--- src/rtl/barrel_shifter_pipe.sv ---
// Pipelined multi-mode barrel shifter, one log2 shift stage per register.
// Single global advance enable; flush drops all in-flight operations.
module barrel_shifter_pipe #(
    parameter int WIDTH = 8,
    parameter int TAG_W = 4
) (
    input  logic                     clk,
    input  logic                     rst_n,
    input  logic                     flush,
    input  logic                     in_valid,
    output logic                     in_ready,
    input  logic [WIDTH-1:0]         in_data,
    input  logic [$clog2(WIDTH)-1:0] in_amt,
    input  logic [2:0]               in_op,
    input  logic [TAG_W-1:0]         in_tag,
    output logic                     out_valid,
    input  logic                     out_ready,
    output logic [WIDTH-1:0]         out_data,
    output logic [TAG_W-1:0]         out_tag,
    output logic                     out_zero,
    output logic                     out_bad_op
);

    localparam int SHW = $clog2(WIDTH);

    if (WIDTH < 2 || (WIDTH & (WIDTH - 1)) != 0) begin : g_bad_width
        $error("barrel_shifter_pipe: WIDTH must be a power of 2 and >= 2");
    end

    localparam logic [2:0] OP_SLL = 3'b000;
    localparam logic [2:0] OP_SRL = 3'b001;
    localparam logic [2:0] OP_SRA = 3'b010;
    localparam logic [2:0] OP_ROL = 3'b011;
    localparam logic [2:0] OP_ROR = 3'b100;

    logic             vld [SHW];
    logic [WIDTH-1:0] dat [SHW];
    logic [SHW-1:0]   amt [SHW];
    logic [2:0]       opr [SHW];
    logic [TAG_W-1:0] tg  [SHW];
    logic             sgn [SHW];
    logic [WIDTH-1:0] nxt [SHW];
    logic             en;

    // One partial shift by s; sign is the original operand MSB for SRA.
    function automatic logic [WIDTH-1:0] step(
        input logic [WIDTH-1:0] d,
        input logic [2:0]       op,
        input logic             sign,
        input logic             do_sh,
        input int               s
    );
        logic [2*WIDTH-1:0] w;
        logic [WIDTH-1:0]   r;
        w = '0;
        r = d;
        if (do_sh) begin
            case (op)
                OP_SLL: r = d << s;
                OP_SRL: r = d >> s;
                OP_SRA: begin
                    w = {{WIDTH{sign}}, d} >> s;
                    r = w[WIDTH-1:0];
                end
                OP_ROL: begin
                    w = {d, d} << s;
                    r = w[2*WIDTH-1:WIDTH];
                end
                OP_ROR: begin
                    w = {d, d} >> s;
                    r = w[WIDTH-1:0];
                end
                default: r = d;
            endcase
        end
        return r;
    endfunction

    assign en       = !out_valid || out_ready;
    assign in_ready = en;

    // Next data for each stage: largest amount bit is applied first.
    always_comb begin
        nxt[0] = step(in_data, in_op, in_data[WIDTH-1],
                      in_amt[SHW-1], 1 << (SHW - 1));
        for (int k = 1; k < SHW; k++) begin
            nxt[k] = step(dat[k-1], opr[k-1], sgn[k-1],
                          amt[k-1][SHW-1-k], 1 << (SHW - 1 - k));
        end
    end

    // Valid bits: flush clears all, otherwise advance on en.
    always_ff @(posedge clk or negedge rst_n) begin
        if (!rst_n) begin
            for (int k = 0; k < SHW; k++) vld[k] <= 1'b0;
        end else if (flush) begin
            for (int k = 0; k < SHW; k++) vld[k] <= 1'b0;
        end else if (en) begin
            vld[0] <= in_valid;
            for (int k = 1; k < SHW; k++) vld[k] <= vld[k-1];
        end
    end

    // Payload registers advance together on en; contents of bubbles are don't-care.
    always_ff @(posedge clk or negedge rst_n) begin
        if (!rst_n) begin
            for (int k = 0; k < SHW; k++) begin
                dat[k] <= '0;
                amt[k] <= '0;
                opr[k] <= OP_SLL;
                tg[k]  <= '0;
                sgn[k] <= 1'b0;
            end
        end else if (en) begin
            dat[0] <= nxt[0];
            amt[0] <= in_amt;
            opr[0] <= in_op;
            tg[0]  <= in_tag;
            sgn[0] <= in_data[WIDTH-1];
            for (int k = 1; k < SHW; k++) begin
                dat[k] <= nxt[k];
                amt[k] <= amt[k-1];
                opr[k] <= opr[k-1];
                tg[k]  <= tg[k-1];
                sgn[k] <= sgn[k-1];
            end
        end
    end

    assign out_valid  = vld[SHW-1];
    assign out_data   = dat[SHW-1];
    assign out_tag    = tg[SHW-1];
    assign out_zero   = (dat[SHW-1] == '0);
    assign out_bad_op = (opr[SHW-1] > OP_ROR);

endmodule

--- config.mk ---
export PLATFORM = sky130hd
export DESIGN_NAME = barrel_shifter_pipe
export DESIGN_NICKNAME = d
export VERILOG_FILES = /design/src/rtl/barrel_shifter_pipe.sv
export SDC_FILE = /design/constraint.sdc
export NUM_CORES = 1
export LEC_CHECK = 0
export CORE_UTILIZATION = 55
export DETAILED_ROUTE_END_ITERATION = 7
export PLACE_DENSITY = 0.82
export SETUP_SLACK_MARGIN = 0.15
export SLEW_MARGIN = 20
export SYNTH_ARGS = -nofsm -noshare
export SYNTH_HDL_FRONTEND = slang
export SYNTH_SLANG_ARGS = --single-unit
--- constraint.sdc ---
create_clock -name clk -period 2 [get_ports clk]
set_input_delay 0.4 -clock clk [delete_from_list [all_inputs] [get_ports clk]]
set_output_delay 0.4 -clock clk [all_outputs]
set_load 0.05 [all_outputs]
# Word level (Yosys, flattened, before mapping)
# Index checks and enable logic that the tools add are counted.
dict set report totals {
  output_inout_bits 16
  wordCells 45
  regBits 53
}
dict set report op_classes {
  order_cmp 1
  reduce_logical 8
  n_eq_ne 12
  mux 8
}
# cell n
set ops {}
lappend ops {{8-bit one-hot mux with 5 select lines} 2}
lappend ops {{8-bit one-hot mux with 4 select lines} 1}
lappend ops {{8-bit 2-to-1 mux} 3}
lappend ops {{3-bit by 2-bit == test with 1-bit output (second input constant)} 6}
lappend ops {{3-bit by 1-bit == test with 1-bit output (second input constant)} 3}
lappend ops {{3-bit == test (second input constant)} 3}
lappend ops {{3-bit zero test} 3}
lappend ops {{8-bit zero test} 1}
lappend ops {{3-bit 2-to-1 mux} 2}
lappend ops {{3-bit > comparator (second input constant)} 1}
lappend ops {{2-bit nonzero test} 1}
lappend ops {{2-bit OR reduction} 1}
lappend ops {{1-bit zero test} 1}
lappend ops {{1-bit logical OR} 1}

# Longest topological paths before layout
# Gate-level depths: netlist (run 1).
dict set report logic_depth {
  depth_word 4
  mapped_depth 6
}

# Least setup slack after synthesis (run 1)
# Ideal clock, no wire load.
dict set report synth_timing {
  kind {flip-flop to output port}
  start {register dat (netlist bit out_data[5])}
  end {output out_zero}
  arrival_time_ns 1.545
  required_ns 1.600
  path_slack_ns 0.055
  stages_incl_launch_ff 3
  path_cell_list {dfrtp_1 or4_1 nor2_1}
}
dict set report synth_between {
  elab_chain_cells 1
}
# item line_no
set synth_rtl {}
lappend synth_rtl {{start: declaration} 37} ;# logic [WIDTH-1:0] dat [SHW];
lappend synth_rtl {{start signal: indexed assignment} 121} ;# dat[k] <= nxt[k];
lappend synth_rtl {{8-bit zero test} 133} ;# assign out_zero = (dat[SHW-1] == '0);
lappend synth_rtl {{end: declaration} 20} ;# output logic out_zero,
# Every way passes these cells.

# Worst setup path in the final report (run 1)
dict set report layout_timing {
  start {register dat (netlist bit out_data[1])}
  end {output out_zero}
}
# The elaborated chain is that of the path after synthesis.

==> results of run 1 <==
-- stage by stage --
stage | std cells | hold slack, ns | instance area (µm²) | setup slack (ns) | total power [µW]
final | 429 | 0.0676 | 3410 | 0.0603 | 2830
after global routing | 429 | 0.0811 | 3410 | 0.0315 | 2960
after CTS | 429 | 0.0759 | 3410 | 0.0586 | 2840
after detailed placement | 420 | 0.412 | 3290 | 0.0309 | 2130
after global placement | 420 | 0.414 | 3290 | 0.0838 | 2110
after floorplan | 334 | 0.104 | 2880 | 0.255 | 1910
-- cells by family after synthesis --
logic type / synth area share [%]
flops: 46.1
compound gates: 22.6
xor+xnor: 0.870
buf+inv: 8.39
fa+ha+maj: 0.348
mux: 1.83
simple gates: 19.8
-- repair_timing --
action	CTS	global route
hold buffers	0	0
hold endpoints to repair	0	0
gates resized for setup	17	0
endpoints found under the setup margin	15	1
buffers inserted	1	0
pin swaps	2	0
cloned	0	0
-- sequential cells by signal, summed over array words and instances, names as in the netlist --
name       cells
out_tag        4
out_valid      1
sgn            2
amt            3
opr            9
out_data       8
dat           16
tg             8
vld            2
-- synth_stat cells, types with 6 or more instances --
master / n
nand2_1: 80
dfrtp_1: 53
o21ai_0: 22
a21oi_1: 19
inv_1: 13
buf_4: 12
o221ai_1: 12
nor2_1: 11
buf_2: 10
clkbuf_1: 9
nor3_1: 9
a31oi_1: 8
nor2b_1: 8
o22ai_1: 8
a211oi_1: 7
nor3b_1: 7
o21a_1: 6
-- path summary, 6_finish.rpt --
kind,start,to,slack (ns),cells past startpoint
worst min-delay path,rst_n,out_data[5],0.07,2
worst max register to register,opr[6],dat[14],0.30,4
worst min register to register,out_tag[1],out_tag[1],0.47,2
worst max-delay path,out_data[1],out_zero,0.06,3
max in group asynchronous,rst_n,dat[22],1.70,2
min in group clk,out_tag[1],out_tag[1],0.47,2
-- critical path: stages, from the launching register on --
cell and delay (ns):
dfrtp_1 0.40, or4_4 0.55, nor2_4 0.14, buf_12 0.14
-- cell type report --
class | count | area, µm²
tap | 67 | 83.8
sequential | 53 | 1330
clock inverter | 3 | 43.8
fill | 401 | 1470
multi-input combinational | 232 | 1330
clock buffer | 5 | 68.8
timing repair buffer | 55 | 504
inverter | 14 | 53.8
-- per-layer routing --
metal / track usage (%) / part of all wire [%]
met5: 0 / 0
met3: 4.74 / 3.9
met1: 30.0 / 44
met4: 8.39 / 1.4
met2: 43.3 / 51
-- power by group --
group          switching [µW]  internal [µW]
registers                 152           1200
logic                     443            291
clock network             369            376
==> impl_metrics.tcl, run 1 <==
set metrics [dict create \
    slew_headroom_pct 67.3 \
    fp.dieW_um 74.3 \
    drc_errors 0 \
    synth_seq_area_share_pct 46.1 \
    rows 25 \
    cts_root_buffer "clkbuf_8" \
    wirelength_um 6180 \
    syn_inst 334 \
    cp-start-kind "flop" \
    antenna-diode-count 0 \
    ant_nets 0 \
    grt_max_degree 54 \
    start_util_pct 58.9 \
    antenna_found_initial 0 \
    h-tree-depth 2 \
    drt-pass1-iter-count 5 \
    setup_tns_ns 0 \
    synth_top_cell_by_area "dfrtp_1" \
    grt_pass1_wl_um 10300 \
    place.gp.congestion 0.902 \
    worstHoldPathType "input pin to asynchronous set/reset pin" \
    synth_area_leaders "dfrtp_1, nand2_1, o21ai_0" \
    clock-sinks 53 \
    grt_pass1_vias 2289 \
    worst_pin_slew_ns 0.488 \
    end_kind "output pin" \
    crit_arrival_ns 1.54 \
    setup_viol 0 \
    dp_hpwl_um 4400 \
    synth_top_area_share_pct 46.1 \
    core_um2 4880 \
    max_freq_ghz 0.516 \
    yosys_warnings 0 \
    finalCritPeriodShare_pct 97.0 \
    max_cap_viol_count 0 \
    clock-skew-final_ns 0.00765 \
    synth_nets 357 \
    vias 2495 \
    groute.usage.overall_pct 24.5 \
    drive_gt1_share_pct 9.94 \
    ys_seq_elements 53 \
    netlist_area_um2 2880 \
    power.density_nw_per_um2 830 \
    ys.flop_type "dfrtp_1" \
    cts.clk_slew.worst_paths_ns 0.10 \
    grt-ovfl-total 0 \
    fp.dieArea_um2 5520 \
    fin_crit_ns 1.94 \
    finish.utilization_pct 69.9 \
    p_leak_uw 0.00149 \
    finalHoldViolations 0 \
    area_delta_synth_final_pct 18.6 \
    die_h_um 74.3 \
    synth_cell_type_count 41 \
    worst-setup-path-type "flop to output pin" \
    routed_via_density 5.82 \
    io_pins 39 \
    drt-initial-drc-count 252 \
    critPathRequiredTime_ns 1.60 \
    cp_max_fo 3 \
    cts_tree "built" \
    async_reset_ff_share_pct 100 \
    routedWlPerCell_um 14.4 \
    clock_latency_ns 0.31 \
    final_cell_mix "nand2_1, dfrtp_1, o21ai_0" \
    rsz0062_at_grt "true" \
    nNetsFinal 384 \
    layout_commonest_cell "nand2_1" \
    finalMaxSlewViolations 0 \
    portBuffers 38 \
    cts.path.max_buffers 2 \
    run_status "complete, no violations" \
    cts_made_buffers 5 \
    worst_ir_drop_vdd_mv 0.359 \
    synth-edff-count 0 \
    avgSynthCellArea_um2 8.61 \
]
Note: power is estimated with default switching activity, not from simulation.
==> inputs of run 2 (changes only) <==
--- a/config.mk
+++ b/config.mk
@@ -5,6 +5,7 @@
 export SDC_FILE = /design/constraint.sdc
 export NUM_CORES = 1
 export LEC_CHECK = 0
+export CAP_MARGIN = 10
 export CORE_UTILIZATION = 55
 export DETAILED_ROUTE_END_ITERATION = 7
 export PLACE_DENSITY = 0.82
==> results of run 2 <==
Same layout as run 1: the final DEF is identical, and so are final timing and power.
==> inputs of run 3 (changes only) <==
--- a/config.mk
+++ b/config.mk
@@ -8,6 +8,7 @@
 export CAP_MARGIN = 10
 export CORE_UTILIZATION = 55
 export DETAILED_ROUTE_END_ITERATION = 7
+export GPL_ROUTABILITY_DRIVEN = 0
 export PLACE_DENSITY = 0.82
 export SETUP_SLACK_MARGIN = 0.15
 export SLEW_MARGIN = 20
==> results of run 3 <==
Same layout as run 1: the final DEF is identical, and so are final timing and power.
